File: src/rtl/pc_sequencer.sv
// Program-counter sequencer: boot delay, fetch stalls, branch/JAL/JALR
// redirects, misaligned-target trap and EBREAK-style halt/resume.
module pc_sequencer #(
  parameter logic [31:0] RESET_VECTOR = 32'h00000000,
  parameter logic [31:0] TRAP_VECTOR  = 32'h00000100,
  parameter int          BOOT_DELAY   = 2
) (
  input  logic        clk,
  input  logic        reset,
  input  logic        imem_ready,
  input  logic        branch_taken,
  input  logic [31:0] branch_target,
  input  logic        jalr_en,
  input  logic [31:0] jalr_base,
  input  logic        halt_req,
  input  logic        resume,
  output logic [31:0] pc,
  output logic [31:0] next_pc,
  output logic        fetch_valid,
  output logic        trap,
  output logic [31:0] trap_pc,
  output logic [1:0]  state
);

  typedef enum logic [1:0] {
    BOOT = 2'b00,
    RUN  = 2'b01,
    HALT = 2'b10,
    TRAP = 2'b11
  } state_t;

  localparam int CW = (BOOT_DELAY > 0) ? $clog2(BOOT_DELAY + 1) : 1;

  state_t        st;
  state_t        nst;
  logic [CW-1:0] cnt;
  logic [31:0]   inc;
  logic [31:0]   jtgt;
  logic [31:0]   sel;
  logic          mis;
  logic          commit;

  // Target selection: halt beats jalr beats branch beats sequential.
  always_comb begin
    inc  = pc + 32'd4;
    jtgt = jalr_base & ~32'h1;
    sel  = inc;
    nst  = RUN;
    mis  = 1'b0;
    if (halt_req) begin
      nst = HALT;
    end else if (jalr_en) begin
      if (jtgt[1:0] != 2'b00) begin
        mis = 1'b1;
        sel = TRAP_VECTOR;
        nst = TRAP;
      end else begin
        sel = jtgt;
      end
    end else if (branch_taken) begin
      if (branch_target[1:0] != 2'b00) begin
        mis = 1'b1;
        sel = TRAP_VECTOR;
        nst = TRAP;
      end else begin
        sel = branch_target;
      end
    end
  end

  assign commit      = (st == RUN) && imem_ready;
  assign next_pc     = commit ? sel : pc;
  assign fetch_valid = commit;
  assign trap        = (st == TRAP);
  assign state       = st;

  always_ff @(posedge clk or negedge reset) begin
    if (!reset) begin
      pc      <= RESET_VECTOR;
      st      <= BOOT;
      cnt     <= CW'(BOOT_DELAY);
      trap_pc <= 32'h0;
    end else begin
      unique case (st)
        BOOT: begin
          if (cnt == '0) st <= RUN;
          else           cnt <= cnt - 1'b1;
        end
        RUN: begin
          if (imem_ready) begin
            pc <= sel;
            st <= nst;
            if (mis) trap_pc <= pc;
          end
        end
        HALT: begin
          if (resume) st <= RUN;
        end
        TRAP: st <= RUN;
        default: st <= BOOT;
      endcase
    end
  end

endmodule

File: config.mk
export PLATFORM = sky130hd
export DESIGN_NAME = pc_sequencer
export DESIGN_NICKNAME = d
export VERILOG_FILES = /design/src/rtl/pc_sequencer.sv
export SDC_FILE = /design/constraint.sdc
export NUM_CORES = 1
export LEC_CHECK = 0
export ABC_CLOCK_PERIOD_IN_PS = 3500
export BUFFER_PORTS_ARGS = -buffer_cell sky130_fd_sc_hd__buf_2
export CAP_MARGIN = 20
export CORE_MARGIN = 3
export CORE_UTILIZATION = 47
export CTS_BUF_LIST = sky130_fd_sc_hd__clkbuf_16
export CTS_CLUSTER_DIAMETER = 50
export DETAILED_ROUTE_END_ITERATION = 7
export GPL_TIMING_DRIVEN = 1
export PLACE_DENSITY_LB_ADDON = 0.15
export SYNTH_ARGS = -nofsm -noshare
export SYNTH_HDL_FRONTEND = slang
export SYNTH_SLANG_ARGS = --single-unit
export TNS_END_PERCENT = 10
File: constraint.sdc
create_clock -name clk -period 3.5 [get_ports clk]
set_input_delay 0.875 -clock clk [delete_from_list [all_inputs] [get_ports clk]]
set_output_delay 0.875 -clock clk [all_outputs]
set_load 0.05 [all_outputs]
==> results of run 1 <==
-- logic make-up after synthesis --
family | share of synthesized area (%)
and+or+nand+nor | 15.9
AOI/OAI and AO/OA | 19.9
DFF | 47.8
buffers and inverters | 3.83
muxes | 10.1
xor gates and xnor gates | 1.72
adders and majority gates | 0.702
-- power by group --
group | leakage, nW | switching, W | internal (W)
Clock | 0.148 | 0.000331 | 0.000542
Combinational | 1.49 | 0.00143 | 0.000485
Sequential | 0.871 | 0.000149 | 0.000994
-- per-layer routing --
layer / vias to the layer above / global-route usage, % / wire [microns]
met2: 171 / 44.9 / 5720
li1: 1721 / - / -
met5: - / 0 / 0
met1: 1785 / 36.3 / 4880
met4: 0 / 6.23 / 90
met3: 10 / 5.15 / 881
-- worst min path at each step --
stage	start	endpoint	slack (ns)	depth (start not counted)
4_1_cts	cnt[0]	cnt[0]	0.49	1
2_1_floorplan	cnt[0]	cnt[0]	0.45	1
3_3_place_gp	cnt[0]	cnt[0]	0.46	1
5_1_grt	cnt[0]	cnt[0]	0.50	1
6_report	cnt[0]	cnt[0]	0.48	1
3_5_place_dp	cnt[0]	cnt[0]	0.48	1
-- what timing repair did --
item	in CTS	in global routing
hold endpoints to repair	0	0
pin swaps	4	2
resized for setup	12	8
endpoints found under the setup margin	4	10
setup buffers	2	0
-- state kept, by name (all words and copies together) (netlist names) --
register  flops
state         2
trap_pc      32
pc           32
cnt           2
-- metrics by stage --
step                cell area, sq um  TNS, ns  instances  util (%)
floorplan                       3610    -3.56        355         -
global placement                4780        0        633      65.6
detailed placement              4780        0        633      65.6
CTS                             5130  -0.0338        651      70.3
global route                    5160   -0.111        651      70.8
finish                          5160  -0.0247        651      70.8
-- placed cells by master (no fill, tap or decap), types with 9 or more instances in the layout --
cell type and n:
a21oi_1 10, a22oi_1 23, buf_2 165, buf_4 32, clkbuf_16 9, dfrtp_1 64
inv_1 16, mux2_2 32, nand2_1 25, nand3_1 11, nor2_1 31, o21ai_0 17
-- layout make-up --
class / instances / area (sq um) / area share [%]
Clock inverter: 7 / 60.1 / 1.16
Tap cell: 99 / 124 / 2.40
Timing Repair Buffer: 203 / 1150 / 22.3
Multi-Input combinational cell: 251 / 1840 / 35.7
Sequential cell: 68 / 1710 / 33.1
Inverter: 14 / 52.6 / 1.02
Clock buffer: 9 / 225 / 4.36
==> reports/metrics.cfg, run 1 <==
[clocking]
numCtsBuffers = 9
cts_tree = built
clkSlewWorstSetupHoldPaths_ns = 0.06
ctsHoldBuffers = 0
clk_latency_ns = 0.33
clockBufferDepth = 2
clock-root-buffer = clkbuf_16
htreeDepth = 3
clock_sinks = 68

[critical_path]
path_class = reg2out
rr_worst_depth = 8
critPathMaxFanout = 4
cpMaxStageDelayCell = or4_4
r2r_end = trap_pc[7]
worst-path-stages = 6
end_kind = output pin
regToRegStartpoint = state[1]
cp_num_buf_inv = 1
crit_top_cell = or4_4
worstSetupEndpoint = next_pc[31]
startpoint = pc[12]
r2r_setup_slack_ns = 1.06
start_kind = register
arrival_ns = 2.65
critPathTopFamily = simple AND/OR/NAND/NOR gates
required_ns = 2.62
crit_chain = nand4_1 -> or4_4 -> or4_4 -> or4_4 -> nand3_2 -> buf_8
slowest_delay_ns = 0.57

[routing]
drt-vias-per-instance = 5.66
post-route-drc-count = 0
drt-initial-drc-count = 150
wl_microns = 11600
avgRoutedWirePerCell_microns = 17.8
first_pass_iters = 4
postRouteAntennaNets = 0
dr_total_vias = 3687

[power_and_ir_drop]
p_leak_nw = 2.50
power_density_nw_per_um2 = 762
power_w = 0.00393
max-vdd-ir-drop_mv = 0.464

[synth]
synth_edf_count = 0
synth-seq-cells = 68
syn_nets = 428
synth_most_common_cell = dfrtp_1
ys_top_cells_by_count = dfrtp_1, nor2_1, mux2_2
yosysTopAreaCell = dfrtp_1
synth_area_sq_um = 3560
syn_avg_cell_area_sq_um = 10.0
yosys_warnings = 0
yosysSeqAreaShare_pct = 47.8
synth_top_area_share_pct = 47.1
yosys_most_used_dff = dfrtp_1
synth.distinct_cells = 52
synthCells = 355
synthArstFlopShare_pct = 100
synth_area_leaders = dfrtp_1, mux2_2, a22oi_1

[finish]
area_growth_pct = 44.8
nFillCells = 594
finalNetCount = 620
n_antenna_cell = 0
drive_above_1_share_pct = 51.4

[job]
max_cap_violations = 0

[global_routing]
gr-total-overflow = 0
grt_pass1_wl_microns = 18400
grt_pass1_vias = 3618
grt_antenna_before_repair = 0
grt_max_degree = 69
grt_util_all_layers_pct = 26.9

[timing]
clock.fmax_mhz = 284
holdWs_ns = 0.485
slew_viol_final = 0
fin_crit_sh_pct = 101
final-hold-violation-count = 0
rsz0062_at_grt = true
tightest_slew_ns = 0.875
worst_clock_skew_ns = 0.00583
setup-violations-final = 1
worst_slack_ns = -0.0247
layout_min_cycle_time_ns = 3.52
slew_headroom_pct = 41.7

[status]
outcome = complete, but fails checks
violations = negative setup slack

[placement]
dp_slack_ns = 0.0781
dp_hpwl_microns = 8440
routabilityCongestion = 0.809
io_buffer_count = 169

[floorplan]
core_area_sq_um = 7290
dieArea_sq_um = 8660
fp-row-count = 31
io_pins = 171
die_x_microns = 93.1
start_util_pct = 48.9
die_h_microns = 93.1

[worst_hold_path]
hp-class = reg2reg

(Power assumes the default switching activity.)
==> inputs of run 2 (changes only) <==
--- a/config.mk
+++ b/config.mk
@@ -10,7 +10,6 @@
 export CAP_MARGIN = 20
 export CORE_MARGIN = 3
 export CORE_UTILIZATION = 47
-export CTS_BUF_LIST = sky130_fd_sc_hd__clkbuf_16
 export CTS_CLUSTER_DIAMETER = 50
 export DETAILED_ROUTE_END_ITERATION = 7
 export GPL_TIMING_DRIVEN = 1
==> reports/metrics.cfg, run 2 (synthesis results as in run 1) <==
[finish]
area_growth_pct = 42.1
final_cell_mix = buf_2, dfrtp_1, mux2_2, buf_4, nor2_1
layout.cells.non_filler = 650  ; -0.15%
finalNetCount = 619  ; -0.16%
nFillCells = 604  ; +1.7%
final_common_cell = buf_2
regArea_sq_um = 1710  ; about the same
reg_top3 = pc x32, trap_pc x32
post-route-cell-area_sq_um = 5060  ; -1.9%
multi_input_area_sq_um = 1840  ; +0.14%
final_util_pct = 69.4  ; -1.3 points
drive_above_1_share_pct = 51.5  ; +0.093 points
n_antenna_cell = 0  ; unchanged

[critical_path]
crit_chain = nand4_1 -> or4_4 -> or4_4 -> or4_4 -> nand3_2 -> buf_8
path_class = reg2out
end_kind = output pin
start_kind = register
cp_num_buf_inv = 1  ; unchanged
slowest_delay_ns = 0.57  ; about the same
cpMaxStageDelayCell = or4_4
arrival_ns = 2.66  ; about the same
critPathTopFamily = simple AND/OR/NAND/NOR gates
required_ns = 2.62  ; about the same
critPathMaxFanout = 4  ; unchanged
crit_top_cell = or4_4

[global_routing]
grt_util_all_layers_pct = 26.9  ; about the same
grt_pass1_wl_microns = 18200  ; -0.64%
grt_pass1_vias = 3580  ; -1.1%
grt_antenna_before_repair = 0  ; unchanged
grt_max_degree = 69  ; unchanged
gr-total-overflow = 0  ; unchanged

[clocking]
clockBufferDepth = 2  ; unchanged
htreeDepth = 3  ; unchanged
ctsHoldBuffers = 0  ; unchanged
numCtsBuffers = 9  ; unchanged
clock_sinks = 68  ; unchanged
clkSlewWorstSetupHoldPaths_ns = 0.07  ; about the same
cts_tree = built
clk_latency_ns = 0.34  ; about the same
clock-root-buffer = clkbuf_8

[routing]
wl_microns = 11500  ; -0.33%
post-route-drc-count = 0  ; unchanged
avgRoutedWirePerCell_microns = 17.7  ; -0.18%
first_pass_iters = 5  ; +1
postRouteAntennaNets = 0  ; unchanged
drt-vias-per-instance = 5.60  ; -1.1%
drt-initial-drc-count = 170  ; +13%
dr_total_vias = 3641  ; -1.2%

[floorplan]
fp-row-count = 31  ; unchanged
dieArea_sq_um = 8660  ; unchanged
start_util_pct = 48.9  ; unchanged
die_h_microns = 93.1  ; unchanged
die_x_microns = 93.1  ; unchanged
core_area_sq_um = 7290  ; unchanged
io_pins = 171  ; unchanged

[power_and_ir_drop]
p_leak_nw = 2.46  ; -1.8%
max-vdd-ir-drop_mv = 0.476  ; +2.5%
power_density_nw_per_um2 = 729  ; -4.3%

[timing]
setup-violations-final = 1  ; unchanged
tightest_slew_ns = 0.860  ; -0.0148 ns
rsz0062_at_grt = true
clock.fmax_mhz = 283  ; -0.40%
slew_viol_final = 0  ; unchanged
holdWs_ns = 0.489  ; +0.00406 ns
worst_slack_ns = -0.0390  ; -0.0143 ns
slew_headroom_pct = 42.7  ; +0.99 points
fin_crit_sh_pct = 101  ; +0.41 points
worst_clock_skew_ns = 0.00748  ; +0.00166 ns
final-hold-violation-count = 0  ; unchanged
layout_min_cycle_time_ns = 3.54  ; +0.0143 ns
tns_ns = -0.0390  ; -0.0143 ns

[job]
max_cap_violations = 0  ; unchanged

[status]
violations = negative setup slack
outcome = complete, but fails checks

[placement]
io_buffer_count = 169  ; unchanged
routabilityCongestion = 0.809  ; unchanged
dp_hpwl_microns = 8440  ; unchanged
placed_area_sq_um = 4780  ; unchanged
place_inst = 633  ; unchanged

[worst_hold_path]
hp-class = reg2reg

-- run 2: changes by cell type in the layout (fill, tap and decap cells not counted), sizes merged --
cell    change
inv         -2
clkbuf      +2
buf         -1
-- run 2: repair_timing --
action	CTS	global route
setup endpoints to repair	4	13
pin swaps	4	2
buffers inserted	1	0
gates resized for setup	16	9
-- run 2: power breakdown --
part / leakage [nW] / internal, W / switching [W]
Combinational: 1.50 / 0.000490 / 0.00143
Sequential: 0.869 / 0.000993 / 0.000147
Clock: 0.0931 / 0.000326 / 0.000302
Total: 2.46 / 0.00181 / 0.00188
-- run 2: routing by layer --
layer / global-route usage [%] / up-vias / share of wire (%)
met1: 36.2 / 1760 / 43
li1: - / 1714 / -
met5: 0 / - / 0
met2: 44.5 / 157 / 49
met3: 5.71 / 10 / 6.6
met4: 6.59 / 0 / 1.0
-- run 2: area by class of cell --
| class | instances | share of cell area (%) |
|---|---|---|
| clock inverters | 5 | 1.04 |
| well taps | 99 | 2.45 |
| multi-input cells | 251 | 36.4 |
| repair buffers | 202 | 22.8 |
| flip-flops and latches | 68 | 33.7 |
| inverters | 14 | 1.04 |
| clock buffers | 11 | 2.59 |
-- run 2: path summary, 6_finish.rpt --
| path | from | end | slack, ns | cells past startpoint |
|---|---|---|---|---|
| worst min-delay path | cnt[0] | cnt[0] | 0.49 | 1 |
| min in group asynchronous | reset | pc[0] | 0.64 | 1 |
| worst max-delay path | pc[12] | next_pc[31] | -0.04 | 6 |
| max in group asynchronous | reset | pc[13] | 2.24 | 1 |
| worst min register to register | cnt[0] | cnt[0] | 0.49 | 1 |
| worst max register to register | state[1] | trap_pc[7] | 1.04 | 8 |
-- run 2: worst reg2reg max path, delay by kind of cell (launching register included) --
family | cells | cell delay [ns]
muxes | 1 | 0.38
DFF | 1 | 0.43
and+or+nand+nor | 3 | 0.71
buffers and inverters | 4 | 0.83
-- run 2: stage by stage --
stage | power, W | setup WS (ns)
after CTS | 0.00370 | -0.0677
after global placement | 0.00303 | 0.107
final | 0.00369 | -0.0390
after global routing | 0.00386 | -0.101
after floorplan | 0.00253 | -0.291
after detailed placement | 0.00306 | 0.0781
